`src/rtl/selector_decode.sv`:
```
// Recovers the selection index from a BASE + STEP*sel code stream through a 2-stage valid/ready pipeline.
// Define SELDEC_ERRCNT_EN to add the saturating err_cnt_o counter (err_clr_i is ignored otherwise).
module selector_decode #(
  parameter int CODE_W = 7,
  parameter int SEL_W  = 4,
  parameter int BASE   = 10,
  parameter int STEP   = 3,
  parameter int CNT_W  = 8
) (
  input  logic              clk_i,
  input  logic              rst_i,
  input  logic              in_valid_i,
  output logic              in_ready_o,
  input  logic [CODE_W-1:0] in_code_i,
  output logic              out_valid_o,
  input  logic              out_ready_i,
  output logic [SEL_W-1:0]  out_sel_o,
  output logic              out_err_o,
  input  logic              err_clr_i
`ifdef SELDEC_ERRCNT_EN
  ,
  output logic [CNT_W-1:0]  err_cnt_o
`endif
);

  localparam int NSEL = 2 ** SEL_W;

  logic              s1_valid_q, s1_valid_d;
  logic [CODE_W-1:0] s1_code_q, s1_code_d;
  logic              out_valid_q, out_valid_d;
  logic [SEL_W-1:0]  out_sel_q, out_sel_d;
  logic              out_err_q, out_err_d;

  logic              s2_take_s;
  logic              s1_take_s;
  logic              dec_hit_s;
  logic [SEL_W-1:0]  dec_sel_s;

  assign s2_take_s   = !out_valid_q || out_ready_i;
  assign s1_take_s   = !s1_valid_q || s2_take_s;
  assign in_ready_o  = s1_take_s;
  assign out_valid_o = out_valid_q;
  assign out_sel_o   = out_sel_q;
  assign out_err_o   = out_err_q;

  // Table decode: compare the staged code against every legal code, no divider.
  always_comb begin
    dec_hit_s = 1'b0;
    dec_sel_s = {SEL_W{1'b0}};
    for (int i = 0; i < NSEL; i++) begin
      dec_hit_s = dec_hit_s | ({1'b0, s1_code_q} == (CODE_W+1)'(BASE + STEP * i));
      dec_sel_s = ({1'b0, s1_code_q} == (CODE_W+1)'(BASE + STEP * i)) ? SEL_W'(i) : dec_sel_s;
    end
  end

  // Pipeline next-state: stages advance only when their downstream slot frees up.
  always_comb begin
    if (s1_take_s) begin
      s1_valid_d = in_valid_i;
      s1_code_d  = in_valid_i ? in_code_i : s1_code_q;
    end else begin
      s1_valid_d = s1_valid_q;
      s1_code_d  = s1_code_q;
    end

    if (s2_take_s && s1_valid_q) begin
      out_valid_d = 1'b1;
      out_sel_d   = dec_hit_s ? dec_sel_s : {SEL_W{1'b0}};
      out_err_d   = !dec_hit_s;
    end else if (s2_take_s) begin
      out_valid_d = 1'b0;
      out_sel_d   = out_sel_q;
      out_err_d   = out_err_q;
    end else begin
      out_valid_d = out_valid_q;
      out_sel_d   = out_sel_q;
      out_err_d   = out_err_q;
    end
  end

  // Pipeline registers; reset drops any buffered words.
  always_ff @(posedge clk_i) begin
    if (rst_i) begin
      s1_valid_q  <= 1'b0;
      s1_code_q   <= {CODE_W{1'b0}};
      out_valid_q <= 1'b0;
      out_sel_q   <= {SEL_W{1'b0}};
      out_err_q   <= 1'b0;
    end else begin
      s1_valid_q  <= s1_valid_d;
      s1_code_q   <= s1_code_d;
      out_valid_q <= out_valid_d;
      out_sel_q   <= out_sel_d;
      out_err_q   <= out_err_d;
    end
  end

`ifdef SELDEC_ERRCNT_EN
  logic [CNT_W-1:0] err_cnt_q, err_cnt_d;

  assign err_cnt_o = err_cnt_q;

  // Saturating count of delivered errored words; clear wins over increment.
  always_comb begin
    if (err_clr_i) begin
      err_cnt_d = {CNT_W{1'b0}};
    end else if (out_valid_q && out_ready_i && out_err_q && (err_cnt_q != {CNT_W{1'b1}})) begin
      err_cnt_d = err_cnt_q + CNT_W'(1);
    end else begin
      err_cnt_d = err_cnt_q;
    end
  end

  // Error counter register.
  always_ff @(posedge clk_i) begin
    if (rst_i) begin
      err_cnt_q <= {CNT_W{1'b0}};
    end else begin
      err_cnt_q <= err_cnt_d;
    end
  end
`else
  logic unused_err_clr_s;
  assign unused_err_clr_s = err_clr_i;
`endif

endmodule

```
`config.mk`:
```
export PLATFORM = sky130hd
export DESIGN_NAME = selector_decode
export DESIGN_NICKNAME = d
export VERILOG_FILES = /design/src/rtl/selector_decode.sv
export SDC_FILE = /design/constraint.sdc
export NUM_CORES = 1
export LEC_CHECK = 0
export BUFFER_PORTS_ARGS = -buffer_cell sky130_fd_sc_hd__buf_4
export CAP_MARGIN = 0
export CORE_MARGIN = 3
export CORE_UTILIZATION = 36
export DETAILED_ROUTE_END_ITERATION = 12
export SYNTH_ARGS = -nofsm -noshare
export SYNTH_HDL_FRONTEND = slang
export SYNTH_SLANG_ARGS = --single-unit
```
`constraint.sdc`:
```
create_clock -name clk_i -period 1.85 [get_ports clk_i]
set_input_delay 0.37 -clock clk_i [delete_from_list [all_inputs] [get_ports clk_i]]
set_output_delay 0.37 -clock clk_i [all_outputs]
set_load 0.02 [all_outputs]
```
==> results.toml, run 1 <==
[timing]
hold_ws_ps = 359
final_max_slew_viol_count = 0
clock_skew_ps = 1.38
tightest_slew_ps = 545
final.min_clock_period_ps = 1660
max_freq_ghz = 0.601
hold_violations = 0
finalSetupTns_ps = 0
fin_crit_sh = 0.899
setup_viol = 0
rsz0062_at_grt = "no"
setup_ws_ps = 187
slew_headroom = 0.636

[synth]
syn_inst = 115
syn-cell-area_um2 = 913
ys_seq_area_frac = 0.307
yosys.cell_types.count = 38
yosysWarnings = 0
synth_flop_cell = "dfxtp_1"
avgSynthCellArea_um2 = 7.94
synth-edff-count = 0
syn-num-nets = 127
synthArstFlopShare = 0
synth-seq-cells = 14

[floorplanning]
die_y_um = 56.4
rows = 17
core_um2 = 2320
initial_utilization = 0.394
io_pins = 19
dieArea_um2 = 3180
dieWidth_um = 56.4

[final_layout]
antenna_cells = 0
area_growth_syn_to_layout_pct = 16.4
fin_nets = 141
design_area_um2 = 1060
final_core_util = 0.459
final_layout_size_suffix_gt1_frac = 0.219
final_common_cell = "buf_4"
mostFrequentLayoutCells = "20 x buf_4, 14 x dfxtp_1, 13 x nand2_1"
fillers = 240

[job]
maxCapViolCount = 0

[clocking]
clk_latency_ps = 270
cts_root_buf = "clkbuf_4"
cts_buffers = 3
cts_tree = "yes"
cts.sinks = 14
cts_resized = 0
path_clk_slew_ps = 90
ctsHoldBuffers = 0
htreeDepth = 1
cts_buffer_depth = 2
postCtsSetupRepairBufs = 0

[route]
via_per_inst = 5.35
drc = 0
ant_nets = 0
totalWireLength_um = 1930
wl_per_cell_um = 12.4
dr.first_iter.drc_count = 9
vias = 834
drtPass1Iterations = 2

[critical_path]
reg2reg_from = "s1_code_q[2]$_SDFFE_PP0P_"
arrival_ps = 1830
worstPathMaxFanout = 14
crit_required_ps = 2020
end_kind = "flop"
cp-start-kind = "flop"
worstSetupPathType = "reg2reg"
worstSetupStartpoint = "s1_code_q[2]$_SDFFE_PP0P_"

[placement]
dpl-instance-area_um2 = 1030
dp_hpwl_um = 1430
dp_worst_setup_slack_ps = 210
io_buffer_count = 17
gp_congestion = 0.806

[global_route]
antenna_found_initial = 0
grt_first_pass_wirelength_um = 3280
track_usage = 0.126
grt_overflow = 0
grt_pass1_vias = 731
grt_max_degree = 17

[pwr]
combPwrFrac = 0.180
seq_power_share = 0.504
p_sw_mw = 0.189
internal_power_mw = 0.499
swShare = 0.274
cellPowerDensity_nw_per_um2 = 647
clockPowerShare = 0.316
power_leakage_nw = 0.427
ir_worst_vdd_mv = 0.317

[min_path]
hold_start = "in_code_i[6]"
min_path_type = "in2reg"

[status]
status = "finished clean"
-- logic make-up (layout without fill, tap and decap cells) --
group	after synthesis	count (layout)	share of synthesized area
multiplexers	2	2	0.0219
buffers and inverters	13	26	0.0863
AO/OA/AOI/OAI	26	26	0.189
AND/OR/NAND/NOR	56	56	0.349
flip-flops	14	14	0.307
XOR/XNOR	4	4	0.0466
-- per-stage QoR --
stage,power [mW],instances
5_1_grt,0.733,156
6_report,0.688,156
2_1_floorplan,0.442,115
3_3_place_gp,0.474,152
3_5_place_dp,0.478,152
4_1_cts,0.702,156
-- worst paths after layout --
kind | endpoint | slack, ps | cells past startpoint
hold / removal | s1_code_q[6]$_SDFFE_PP0P_ | 360 | 3
setup reg to reg | out_sel_o[0]$_SDFFE_PP0P_ | 190 | 5
setup / recovery | out_sel_o[0]$_SDFFE_PP0P_ | 190 | 5
hold reg to reg | out_sel_o[2]$_SDFFE_PP0P_ | 460 | 2
-- power by group through the flow --
stage | clock, mW | sequential (mW) | combinational [mW]
6_report | 0.217 | 0.347 | 0.124
5_1_grt | 0.243 | 0.351 | 0.139
4_1_cts | 0.230 | 0.347 | 0.125
3_5_place_dp | 0 | 0.354 | 0.125
3_3_place_gp | 0 | 0.352 | 0.122
2_1_floorplan | 0 | 0.338 | 0.104
-- synth_stat cells (3+ instances only) --
cell type	number	area, µm²
nor2_1	7	26.3
nor3_1	4	20.0
nor2b_1	4	25.0
nand2b_1	3	18.8
buf_6	3	33.8
a21oi_1	10	50.1
o21ai_0	4	20.0
nor3b_1	5	37.5
buf_2	3	15.0
nand2_1	13	48.8
dfxtp_1	14	280
nand3_1	9	45.0
clkbuf_1	4	15.0
and3b_1	3	26.3
-- critical path: stages (launching register included) --
cell,delay (ps)
dfxtp_1,640
xor2_1,240
mux2i_1,110
a211o_1,320
a32oi_1,190
nor2_1,50
-- final cells by class --
cell class | count | area (µm²) | area share
Multi-Input combinational cell | 88 | 554 | 0.521
Sequential cell | 14 | 280 | 0.264
Timing Repair Buffer | 20 | 150 | 0.141
Clock buffer | 4 | 36.3 | 0.0341
Tap cell | 28 | 35.0 | 0.0329
Inverter | 2 | 7.51 | 0.00706
-- flip-flops by register name, summed over array words and instances (netlist names) --
name and count:
out_sel_o 4, out_err_o 1, s1_code_q 7, s1_valid_q 1, out_valid_o 1
-- metal layers --
layer  GRT usage  part of all wire  wire length, µm  vias to the layer above
met5           0                 0                0                        -
met4      0.0407            0.0062               12                        0
met3      0.0276             0.033               63                        2
met2       0.202              0.45              875                       11
met1       0.166              0.51              978                      384
li1            -                 -                -                      437
Note: power is estimated with default switching activity, not from simulation.
==> run 2: changes to the inputs <==
CTS_BUF_LIST = sky130_fd_sc_hd__clkbuf_16   (was not set)
==> run 2 against run 1 <==
Against the previous run: clock skew is essentially flat; utilization grew 1.8 points; sequential share of layout area shrank 1.0 points; worst setup slack gained 3.9 ps; fmax grew 0.24%.
==> results.toml, run 2 (synthesis gave the netlist of run 1 again) <==
[route]
ant_nets = 0
dr.first_iter.drc_count = 7
drtPass1Iterations = 4
vias = 852
drc = 0
totalWireLength_um = 2010
wl_per_cell_um = 12.9
via_per_inst = 5.46

[placement]
dp_worst_setup_slack_ps = 210
io_buffer_count = 17
gp_congestion = 0.806
dpl-instance-area_um2 = 1030
dp_hpwl_um = 1430

[floorplanning]
dieArea_um2 = 3180
core_um2 = 2320
dieWidth_um = 56.4
io_pins = 19
die_y_um = 56.4
rows = 17
initial_utilization = 0.394

[job]
maxCapViolCount = 0

[timing]
setup_viol = 0
tightest_slew_ps = 546
setup_ws_ps = 191
slew_headroom = 0.635
final_max_slew_viol_count = 0
final.min_clock_period_ps = 1660
rsz0062_at_grt = "no"
max_freq_ghz = 0.603
fin_crit_sh = 0.897
clock_skew_ps = 1.02
hold_violations = 0
finalSetupTns_ps = 0

[clocking]
ctsHoldBuffers = 0
path_clk_slew_ps = 50
cts_root_buf = "clkbuf_16"
cts.sinks = 14
postCtsSetupRepairBufs = 0
clk_latency_ps = 240
cts_buffer_depth = 2
cts_buffers = 3
cts_tree = "yes"
htreeDepth = 1
cts_resized = 0

[global_route]
grt_first_pass_wirelength_um = 3390
antenna_found_initial = 0
grt_overflow = 0
grt_max_degree = 17
grt_pass1_vias = 751
track_usage = 0.131

[critical_path]
worstPathMaxFanout = 14
worstSetupStartpoint = "s1_code_q[2]$_SDFFE_PP0P_"
r2r_cells = 5
worstSetupPathType = "reg2reg"
path_delay_family = "flip-flops"
crit_buf_inv = 1
arrival_ps = 1850
crit_path_top_delay_cell = "dfxtp_1"
end_kind = "flop"
cp.depth = 5
crit_required_ps = 2040
reg2reg_setup_slack_ps = 190
max_stage_delay_ps = 640
cp-start-kind = "flop"
path_cells = "buf_4, nor3b_1, or2_0, a311oi_1, a41o_1"
worstReg2RegEnd = "out_err_o$_SDFFE_PP0P_"
reg2reg_from = "s1_code_q[2]$_SDFFE_PP0P_"

[pwr]
cellPowerDensity_nw_per_um2 = 797
power_leakage_nw = 0.444
power_mw = 0.881
ir_worst_vdd_mv = 0.552

[final_layout]
design_area_um2 = 1110
largest_register_ffs = 7
area_growth_syn_to_layout_pct = 21.1
antenna_cells = 0
mostFrequentLayoutCells = "20 x buf_4, 14 x dfxtp_1, 13 x nand2_1"
regMostFlops = "s1_code_q"
fin_nets = 141
final_layout_size_suffix_gt1_frac = 0.211
final_core_util = 0.477
final_common_cell = "buf_4"

[min_path]
holdPathStages = 3
whs_endpoint = "s1_code_q[6]$_SDFFE_PP0P_"
hold_start = "in_code_i[6]"
min_path_type = "in2reg"

[status]
status = "finished clean"
==> run 2: worst max path at each step <==
stage | endpoint | slack [ps]
detailed placement | out_err_o$_SDFFE_PP0P_ | 210
floorplan | out_sel_o[0]$_SDFFE_PP0P_ | 370
finish | out_err_o$_SDFFE_PP0P_ | 190
global route | out_err_o$_SDFFE_PP0P_ | 30
CTS | out_err_o$_SDFFE_PP0P_ | 190
global placement | out_sel_o[0]$_SDFFE_PP0P_ | 240
==> run 2: routing by layer <==
layer	vias to the layer above	GRT usage	wire length, µm
met5	-	0	0
met4	0	0.0508	34
met3	5	0.0345	75
met2	14	0.207	928
met1	394	0.169	967
li1	439	-	-
==> run 2: metrics by stage <==
stage | cells | hold slack (ps)
finish | 156 | 399
global route | 156 | 410
CTS | 156 | 399
detailed placement | 152 | 453
global placement | 152 | 449
floorplan | 115 | 436
==> run 2: cell type report <==
type	instances	area (µm²)
flip-flops and latches	14	280
repair buffers	20	150
inverters	2	7.51
fillers	234	1210
clock inverters	1	3.75
multi-input cells	88	554
well taps	28	35.0
clock buffers	3	75.1
==> run 2: where the power goes <==
part	switching, mW	internal (mW)
Combinational	0.0603	0.0638
Clock	0.123	0.286
Sequential	0.0311	0.318
Total	0.214	0.667
==> run 2: worst min-delay path: cells and delay by family <==
family / cells / cell delay, ps
buffers and inverters: 1 / 110
AOI/OAI and AO/OA: 1 / 50
and+or+nand+nor: 1 / 60
==> run 3: changes to the inputs <==
CELL_PAD_IN_SITES_DETAIL_PLACEMENT = 1   (was not set)
CELL_PAD_IN_SITES_GLOBAL_PLACEMENT = 2   (was not set)
CORE_UTILIZATION = 30   (was 36)
MAX_ROUTING_LAYER = met4   (was not set)
PLACE_DENSITY_LB_ADDON = 0.1   (was not set)
==> run 3 against run 2 <==
Against the previous run: clock skew about the same; fmax decreased by 2.5%; largest power group unchanged; worst setup slack got worse by 43 ps; clock-buffer cell count unchanged; largest cell class unchanged; critical path depth increased by 1; cell area increased by 1.0%; clock power increased by 2%; non-clock buffer count increased by 1; critical path type unchanged; power increased by 1.6%; highest routed layer unchanged; flip-flop and latch count unchanged.
==> results.toml, run 3 (synthesis gave the netlist of run 1 again) <==
[critical_path]
setup.worst_path.end = "out_err_o$_SDFFE_PP0P_"
reg2reg_from = "s1_code_q[2]$_SDFFE_PP0P_"
reg2reg_setup_slack_ps = 150
crit_required_ps = 2040
worstSetupStartpoint = "s1_code_q[2]$_SDFFE_PP0P_"
worstSetupPathType = "reg2reg"
end_kind = "flop"
worstPathMaxFanout = 14
arrival_ps = 1890
worstReg2RegEnd = "out_err_o$_SDFFE_PP0P_"
cp-start-kind = "flop"
r2r_cells = 6

[placement]
io_buffer_count = 17
gp_congestion = 0.729
dp.cells = 156
dp_hpwl_um = 1750

[floorplanning]
die_y_um = 61.2
io_pins = 19
dieArea_um2 = 3740
dieWidth_um = 61.2
core_um2 = 2830
initial_utilization = 0.323
rows = 19

[route]
totalWireLength_um = 2400
wl_per_cell_um = 15.0
via_per_inst = 5.59
drtPass1Iterations = 2
drc = 0
ant_nets = 0
vias = 894
dr.first_iter.drc_count = 27

[clocking]
cts.sinks = 14
path_clk_slew_ps = 50
htreeDepth = 1
cts_root_buf = "clkbuf_16"
cts_resized = 0
clk_latency_ps = 240
cts_buffer_depth = 2
ctsHoldBuffers = 0
postCtsSetupRepairBufs = 0
cts_buffers = 3
cts_tree = "yes"

[timing]
clock_skew_ps = 1.33
finalSetupTns_ps = 0
setup_viol = 0
hold_violations = 0
tightest_slew_ps = 497
fin_crit_sh = 0.920
final.min_clock_period_ps = 1700
max_freq_ghz = 0.588
final_max_slew_viol_count = 0
rsz0062_at_grt = "no"
slew_headroom = 0.668

[min_path]
min_path_type = "in2reg"

[final_layout]
final_common_cell = "buf_4"
area_growth_syn_to_layout_pct = 22.3
mostFrequentLayoutCells = "21 x buf_4, 14 x dfxtp_1, 13 x nand2_1"
fin_cells = 160
largest_register_ffs = 7
regMostFlops = "s1_code_q"
antenna_cells = 0
final_layout_size_suffix_gt1_frac = 0.217
fin_nets = 142

[global_route]
grt_pass1_vias = 941
antenna_found_initial = 0
track_usage = 0.159
grt_first_pass_wirelength_um = 4250
grt_overflow = 0
grt_max_degree = 17

[pwr]
cellPowerDensity_nw_per_um2 = 802
ir_worst_vdd_mv = 0.448
power_leakage_nw = 0.450
power_mw = 0.896

[job]
maxCapViolCount = 0

[status]
status = "finished clean"
run 3: cell count changes in the layout (fill, tap and decap cells not counted):
cell | before | now
buf_4 | 20 | 21
run 3: through the flow:
step | hold slack, ps | util | area, µm² | setup WS, ps
finish | 389 | 0.395 | 1120 | 148
global route | 410 | 0.395 | 1120 | 17.7
CTS | 386 | 0.395 | 1120 | 109
detailed placement | 455 | 0.367 | 1040 | 127
global placement | 450 | 0.367 | 1040 | 189
floorplan | 436 | - | 913 | 368
run 3: final cells by class:
type	instances	area [µm²]
flip-flops and latches	14	280
multi-input cells	88	554
repair buffers	21	158
clock buffers	3	75.1
clock inverters	1	3.75
well taps	31	38.8
inverters	2	7.51
fillers	354	1710
run 3: power by group:
part | internal, mW | switching [mW] | leakage (nW) | total (mW)
Clock | 0.286 | 0.131 | 0.0385 | 0.417
Sequential | 0.317 | 0.0295 | 0.115 | 0.347
Combinational | 0.0653 | 0.0659 | 0.296 | 0.131
Total | 0.669 | 0.226 | 0.450 | 0.896
run 3: how the worst min path moves through the flow:
stage                                            to                      start  cells after the start  slack (ps)
after floorplan           out_sel_o[2]$_SDFFE_PP0P_                      rst_i                      1         440
after global placement    out_sel_o[2]$_SDFFE_PP0P_  out_sel_o[2]$_SDFFE_PP0P_                      2         450
after detailed placement  out_sel_o[2]$_SDFFE_PP0P_  out_sel_o[2]$_SDFFE_PP0P_                      2         460
after CTS                 s1_code_q[0]$_SDFFE_PP0P_               in_code_i[0]                      3         390
after global routing      s1_code_q[0]$_SDFFE_PP0P_               in_code_i[0]                      3         410
final                     s1_code_q[0]$_SDFFE_PP0P_               in_code_i[0]                      3         390
run 3: metal layers:
| metal | share of wire | vias to the layer above | GRT usage | routed length (µm) |
|---|---|---|---|---|
| met4 | 0.019 | 0 | 0.0681 | 45 |
| met2 | 0.49 | 18 | 0.267 | 1180 |
| met3 | 0.035 | 6 | 0.0419 | 85 |
| li1 | - | 442 | - | - |
| met5 | 0 | - | - | 0 |
| met1 | 0.45 | 428 | 0.176 | 1090 |
run 3: critical path, cell delays in order (launching register included):
cell     delay (ps)
dfxtp_1         610
buf_4           230
and4b_1         200
o31ai_1         220
nand3_1         130
nand2_1         100
a41o_1          150
